--- src/rtl/combo_lock.sv ---
// Serial combination lock with a failed-attempt counter, a timed alarm lockout, and registered outputs.
// Optional in-field code reprogramming while open is enabled by defining COMBO_LOCK_PROG_EN.
module combo_lock #(
  parameter int                  CODE_LEN       = 6,
  parameter logic [CODE_LEN-1:0] CODE           = 6'b011001,
  parameter int                  MAX_FAILS      = 3,
  parameter int                  LOCKOUT_CYCLES = 1000
) (
  input  logic                              clk,
  input  logic                              rst,
  input  logic                              one,
  input  logic                              zero,
  input  logic                              st,
`ifdef COMBO_LOCK_PROG_EN
  input  logic                              prog,
`endif
  output logic                              op,
  output logic                              alarm,
  output logic [$clog2(CODE_LEN+1)-1:0]     cnt,
  output logic [$clog2(MAX_FAILS+1)-1:0]    fails
);

  localparam int CW = $clog2(CODE_LEN+1);
  localparam int FW = $clog2(MAX_FAILS+1);
  localparam int TW = $clog2(LOCKOUT_CYCLES+1);

  typedef enum logic [1:0] {ENTRY, OPEN, LOCKOUT} state_t;

  state_t              state, state_n;
  logic                st_q;
  logic                pbit, pbit_n;
  logic                pvalid, pvalid_n;
  logic [CODE_LEN-1:0] entry, entry_n, entry_sh;
  logic [TW-1:0]       timer, timer_n;
  logic [CW-1:0]       cnt_n;
  logic [FW-1:0]       fails_n;
  logic                commit, press;
  logic [CODE_LEN-1:0] code_q;
`ifdef COMBO_LOCK_PROG_EN
  logic [CODE_LEN-1:0] code_n;
`else
  assign code_q = CODE;
`endif

  assign commit   = st & ~st_q;
  assign press    = one ^ zero;
  assign entry_sh = (entry << 1) | CODE_LEN'(pbit);

  always_comb begin
    state_n  = state;
    cnt_n    = cnt;
    fails_n  = fails;
    timer_n  = timer;
    pbit_n   = pbit;
    pvalid_n = pvalid;
    entry_n  = entry;
`ifdef COMBO_LOCK_PROG_EN
    code_n   = code_q;
`endif
    case (state)
      ENTRY: begin
        if (commit && pvalid) begin
          entry_n  = entry_sh;
          pvalid_n = 1'b0;
          if (cnt == CW'(CODE_LEN-1)) begin
            cnt_n = '0;
            if (entry_sh == code_q) begin
              state_n = OPEN;
              fails_n = '0;
            end else if (int'(fails) + 1 < MAX_FAILS) begin
              fails_n = fails + FW'(1);
            end else begin
              state_n = LOCKOUT;
              timer_n = TW'(LOCKOUT_CYCLES);
              fails_n = FW'(MAX_FAILS);
            end
          end else begin
            cnt_n = cnt + CW'(1);
          end
        end
        // A press in the commit cycle becomes the next pending bit, unless we just left ENTRY.
        if (press && state_n == ENTRY) begin
          pbit_n   = one;
          pvalid_n = 1'b1;
        end
      end
      OPEN: begin
        pvalid_n = 1'b0;
`ifdef COMBO_LOCK_PROG_EN
        if (prog) begin
          pvalid_n = pvalid;
          if (commit && pvalid) begin
            entry_n  = entry_sh;
            pvalid_n = 1'b0;
            if (cnt == CW'(CODE_LEN-1)) begin
              cnt_n  = '0;
              code_n = entry_sh;
            end else begin
              cnt_n = cnt + CW'(1);
            end
          end
          if (press) begin
            pbit_n   = one;
            pvalid_n = 1'b1;
          end
        end else begin
          cnt_n = '0;
          if (commit) state_n = ENTRY;
        end
`else
        if (commit) state_n = ENTRY;
`endif
      end
      LOCKOUT: begin
        pvalid_n = 1'b0;
        if (timer == TW'(1)) begin
          state_n = ENTRY;
          fails_n = '0;
          timer_n = '0;
        end else begin
          timer_n = timer - TW'(1);
        end
      end
      default: state_n = ENTRY;
    endcase
  end

  always_ff @(posedge clk) begin
    if (rst) begin
      state  <= ENTRY;
      op     <= 1'b0;
      alarm  <= 1'b0;
      cnt    <= '0;
      fails  <= '0;
      st_q   <= 1'b0;
      pbit   <= 1'b0;
      pvalid <= 1'b0;
      entry  <= '0;
      timer  <= '0;
`ifdef COMBO_LOCK_PROG_EN
      code_q <= CODE;
`endif
    end else begin
      state  <= state_n;
      op     <= (state_n == OPEN);
      alarm  <= (state_n == LOCKOUT);
      cnt    <= cnt_n;
      fails  <= fails_n;
      st_q   <= st;
      pbit   <= pbit_n;
      pvalid <= pvalid_n;
      entry  <= entry_n;
      timer  <= timer_n;
`ifdef COMBO_LOCK_PROG_EN
      code_q <= code_n;
`endif
    end
  end

endmodule
--- config.mk ---
export PLATFORM = sky130hd
export DESIGN_NAME = combo_lock
export DESIGN_NICKNAME = d
export VERILOG_FILES = /design/src/rtl/combo_lock.sv
export SDC_FILE = /design/constraint.sdc
export NUM_CORES = 1
export LEC_CHECK = 0
export ABC_AREA = 1
export CAP_MARGIN = 40
export CORE_ASPECT_RATIO = 0.6
export CORE_MARGIN = 10
export CORE_UTILIZATION = 50
export CTS_CLUSTER_DIAMETER = 40
export DETAILED_ROUTE_END_ITERATION = 7
export PLACE_DENSITY = 0.72
export SLEW_MARGIN = 20
export SYNTH_ARGS = -nofsm -noshare
export SYNTH_HDL_FRONTEND = slang
export SYNTH_SLANG_ARGS = --single-unit
--- constraint.sdc ---
create_clock -name clk -period 2.6 [get_ports clk]
set_input_delay 0.26 -clock clk [delete_from_list [all_inputs] [get_ports clk]]
set_output_delay 0.26 -clock clk [all_outputs]
set_load 0.005 [all_outputs]
# After elaboration in Yosys (flattened, before gate mapping)
# Cells that the tools add are included.
[op_classes]
bitwise = 4
eq_ne = 13
muxes = 24
addsub = 4
magnitude_cmp = 1
n_reduce_logical = 12
[ops]
columns = ["operator", "n"]
rows = [
  ["10-bit two-way mux", 5],
  ["2-bit two-way mux", 12],
  ["10-bit one-hot mux with 2 select lines", 1],
  ["10-bit by 1-bit == test with 1-bit output (second input constant)", 1],
  ["2-bit != test (second input constant)", 5],
  ["10-bit by 1-bit subtractor with 10-bit output (second input constant)", 1],
  ["6-bit by 5-bit == test with 1-bit output (second input constant)", 1],
  ["6-bit by 1-bit bitwise OR with 6-bit output", 1],
  ["2-bit one-hot mux with 3 select lines", 1],
  ["2-bit AND reduction", 3],
  ["5-bit AND reduction", 1],
  ["2-bit by 1-bit == test with 1-bit output (second input constant)", 2],
  ["2-bit == test (second input constant)", 2],
  ["2-bit zero test", 2],
  ["2-bit one-hot mux with 2 select lines", 1],
  ["4-bit AND reduction", 1],
  ["2-bit nonzero test", 2],
  ["2-bit by 1-bit adder with 3-bit output (second input constant)", 1],
  ["3-bit by 1-bit adder with 3-bit output (second input constant)", 1],
  ["3-bit == test (second input constant)", 1],
  ["3-bit by 2-bit < comparator with 1-bit output (second input constant)", 1],
  ["3-bit two-way mux", 1],
  ["3-bit != test (second input constant)", 1],
  ["2-bit by 1-bit adder with 2-bit output (second input constant)", 1],
  ["other kinds (7)", 9],
]
[totals]
output_inout_bits = 7
wordCells = 68
ff_bits = 27
in_bits = 5

# Logic depth before layout (Yosys ltp)
[depth]
depth_word = 11
depth_mapped = 11
ltp_nobuf = 11

# Least setup slack after synthesis
# Ideal clock, no wire load.
[synth_path]
path_kind = "register to register"
startpoint = "register state[0]"
endpoint = "register timer[0]"
path_slack_ps = 1072
n_path_buf = 2
stages_incl_launch_ff = 11
synth_period_minus_slack_ps = 1528
setup_ps = 115
required_ps = 2485
t_arrival_ps = 1413
path_cell_list = "dfxtp_1 inv_1 ha_1 buf_2 inv_1 nand2_1 nand2_4 nand2_2 buf_6 xor2_1 nor2_2"
[synth_via]
elab_chain_cells = 3
word_cells_on_any_way = 9
cone_classes = "5 x eq/ne; 1 x mux; 3 x reduce/logical"
[synth_rtl]
columns = ["item", "line", "text"]
rows = [
  ["start, declared", "29", "state_t state, state_n;"],
  ["start signal, assigned", "144", "state <= state_n;"],
  ["2-bit zero test / 2-bit == test (equally long branches)", "60", "case (state)"],
  ["2-bit != test (no source line) / 2-bit nonzero test (equally long branches)", "--", ""],
  ["5-bit AND reduction (no source line)", "--", ""],
  ["end signal, assigned", "153", "timer <= timer_n;"],
  ["end, declared", "34", "logic [TW-1:0] timer, timer_n;"],
]
# Parallel ways exist; a longest one is shown, timed or not.
# A chain may end at the register's enable or synchronous reset.

# Final worst setup path
[layout_path]
startpoint = "register state[1]"
endpoint = "register timer[0]"
# Same word-level chain as after synthesis.

==> flow_metrics.py <==
metrics = {
    "floorplanning": {
        "die_y_um": 62.61,
        "chipWidth_um": 91.01,
        "rows": 15,
        "io_pins": 12,
        "die_area_mm2": 0.005698,
        "initial_core_util": 0.5234,
        "coreArea_mm2": 0.002890,
    },
    "layout": {
        "antennaDiodeCount": 0,
        "drive_above_1_share": 0.08511,
        "area_growth_pct": 11.99,
        "nFillCells": 304,
        "final_cell_mix": "nand2_1, inv_1, dfxtp_1",
        "finalNetCount": 247,
        "final_common_cell": "nand2_1",
        "final-instance-count-excl-fill": 277,
    },
    "power_and_ir_drop": {
        "total_power_uw": 711.5,
        "vdd_drop_max_uv": 229.1,
        "p_leak_uw": 0.0008035,
        "powerDensity_mw_per_mm2": 420.0,
    },
    "sta": {
        "fin_skew_ns": 0.008243,
        "rsz0062_at_grt": "no",
        "period_share": 0.6792,
        "hold_violations": 0,
        "max_freq_mhz": 566.3,
        "setup_viol": 0,
        "tns_ns": 0,
        "slew_violations": 0,
        "period_minus_slack_ns": 1.766,
        "whs_ns": 0.4579,
        "worstMarginPinSlew_ns": 0.4649,
        "slew-limit-headroom": 0.6897,
    },
    "critical_path": {
        "required_ns": 2.83,
        "start_kind": "flip-flop",
        "worstSetupPathType": "flip-flop to flip-flop",
        "crit_fanout": 12,
        "arrival_ns": 1.99,
        "regToRegSetupSlack_ns": 0.83,
        "cp-end-kind": "flip-flop",
    },
    "yosys": {
        "avgSynthCellArea_um2": 6.723,
        "synthDistinctLibCells": 25,
        "ys_warn_count": 0,
        "ys_seq_area_frac": 0.3573,
        "synth_fp_nets": 236,
        "syn_inst": 225,
        "ys_seq_elements": 27,
        "syn_area_mm2": 0.001513,
    },
    "clock_network": {
        "cts-hold-fix-buffers": 0,
        "cts_tree": "done",
        "clk_root_buffer_cell": "clkbuf_8",
        "clock_path_buffers": 2,
        "cts.repair.resized": 0,
        "cts_sinks": 27,
        "postCtsSetupBuffers": 0,
        "clock_latency_ns": 0.28,
        "cts.htree.levels": 1,
        "cts_made_buffers": 3,
        "clk_pin_slew_ns": 0.09,
    },
    "global_routing": {
        "busiest_layer": "met1",
        "grt_pass1_vias": 1171,
        "antenna_found_initial": 0,
        "grt_max_degree": 16,
        "grt_overflow": 0,
        "grt.met1_usage": 0.1696,
        "met3_usage": 0.04077,
        "grt.total_usage": 0.1158,
        "grt_pass1_wl_mm": 5.478,
        "grt_util_met2": 0.1441,
    },
    "drt": {
        "drt_iter0_drc": 105,
        "ant_nets": 0,
        "routedWlPerCell_um": 11.34,
        "vias": 1322,
        "routed_wl_mm": 3.140,
        "drc": 0,
        "drt-vias-per-instance": 4.773,
        "dr.pass1.iters": 4,
    },
    "place": {
        "placed_cells": 273,
        "dp_hpwl_mm": 2.444,
        "portBuffers": 11,
        "gp_congestion": 0.8332,
    },
    "run_status": {
        "outcome": "complete, no violations",
    },
    "job": {
        "max_cap_violations": 0,
    },
    "min_path": {
        "hold_path_class": "flip-flop to flip-flop",
    },
}
==> worst paths after layout <==
path                  from       end  cells past startpoint
hold / removal    entry[4]  entry[4]                      2
setup / recovery  state[1]  timer[0]                     10
hold reg to reg   entry[4]  entry[4]                      2
setup reg to reg  state[1]  timer[0]                     10
==> area by class of cell <==
| class | instances | area, um^2 | area share |
|---|---|---|---|
| Clock buffer | 3 | 41.29 | 0.02437 |
| Clock inverter | 1 | 5.005 | 0.002954 |
| Inverter | 34 | 127.6 | 0.07533 |
| Multi-Input combinational cell | 159 | 817.0 | 0.4823 |
| Sequential cell | 27 | 540.5 | 0.3191 |
| Tap cell | 42 | 52.55 | 0.03102 |
| Timing Repair Buffer | 11 | 110.1 | 0.06499 |
==> routing by layer <==
metal,routed length (um),up-vias,share of wire
li1,-,724,-
met1,1820,560,0.58
met2,1069,34,0.34
met3,206,4,0.066
met4,42,0,0.013
met5,0,-,0
==> sequential cells by signal, indices dropped and copies added, names as in the netlist <==
register / cells
fails: 2
st_q: 1
timer: 10
pvalid: 1
alarm: 1
state: 2
pbit: 1
cnt: 3
op: 1
entry: 5
==> logic make-up (layout without fill, tap and decap cells) <==
group | Yosys count | in the layout | synth area share
xor+xnor | 5 | 5 | 0.02895
buf+inv | 39 | 49 | 0.1026
compound gates | 29 | 29 | 0.1141
fa+ha+maj | 6 | 6 | 0.04963
flops | 27 | 27 | 0.3573
simple gates | 119 | 119 | 0.3474
==> critical path, stage by stage (launching register included) <==
cell,delay (ns)
dfxtp_1,0.35
inv_1,0.10
ha_1,0.36
inv_1,0.10
nand2_1,0.11
nand2_4,0.07
nand2_2,0.22
inv_1,0.13
nand2_1,0.08
nand2_1,0.08
nor2_2,0.12
==> report_power, final <==
part / internal, uW / total, uW / switching [uW]
registers: 421 / 426 / 4.48
clock network: 108 / 241 / 133
logic: 18.3 / 44.9 / 26.6
==> cell usage after synthesis, drive strengths merged <==
| library cell | count | area [um^2] |
|---|---|---|
| buf | 2 | 16.26 |
| ha | 6 | 75.07 |
| o31ai | 1 | 7.510 |
| xnor2 | 1 | 8.760 |
| nor3 | 1 | 5.000 |
| nor2 | 28 | 122.6 |
| o211ai | 1 | 7.510 |
| nand4 | 7 | 50.05 |
| xor2 | 4 | 35.03 |
| nand3 | 14 | 70.07 |
| dfxtp | 27 | 540.5 |
| o21ai | 8 | 40.03 |
| inv | 34 | 127.6 |
| nand2 | 68 | 270.3 |
| clkbuf | 3 | 11.26 |
| a21oi | 19 | 117.6 |
| and2b | 1 | 7.510 |
==> per-stage QoR <==
step | area (um^2) | utilization | setup WS [ns]
global placement | 1648 | 0.5701 | 0.7667
CTS | 1694 | 0.5861 | 0.8226
finish | 1694 | 0.5861 | 0.8341
detailed placement | 1648 | 0.5701 | 0.7164
global route | 1694 | 0.5861 | 0.6396
floorplan | 1513 | - | 1.072
Power figures use the tool's default switching activity.
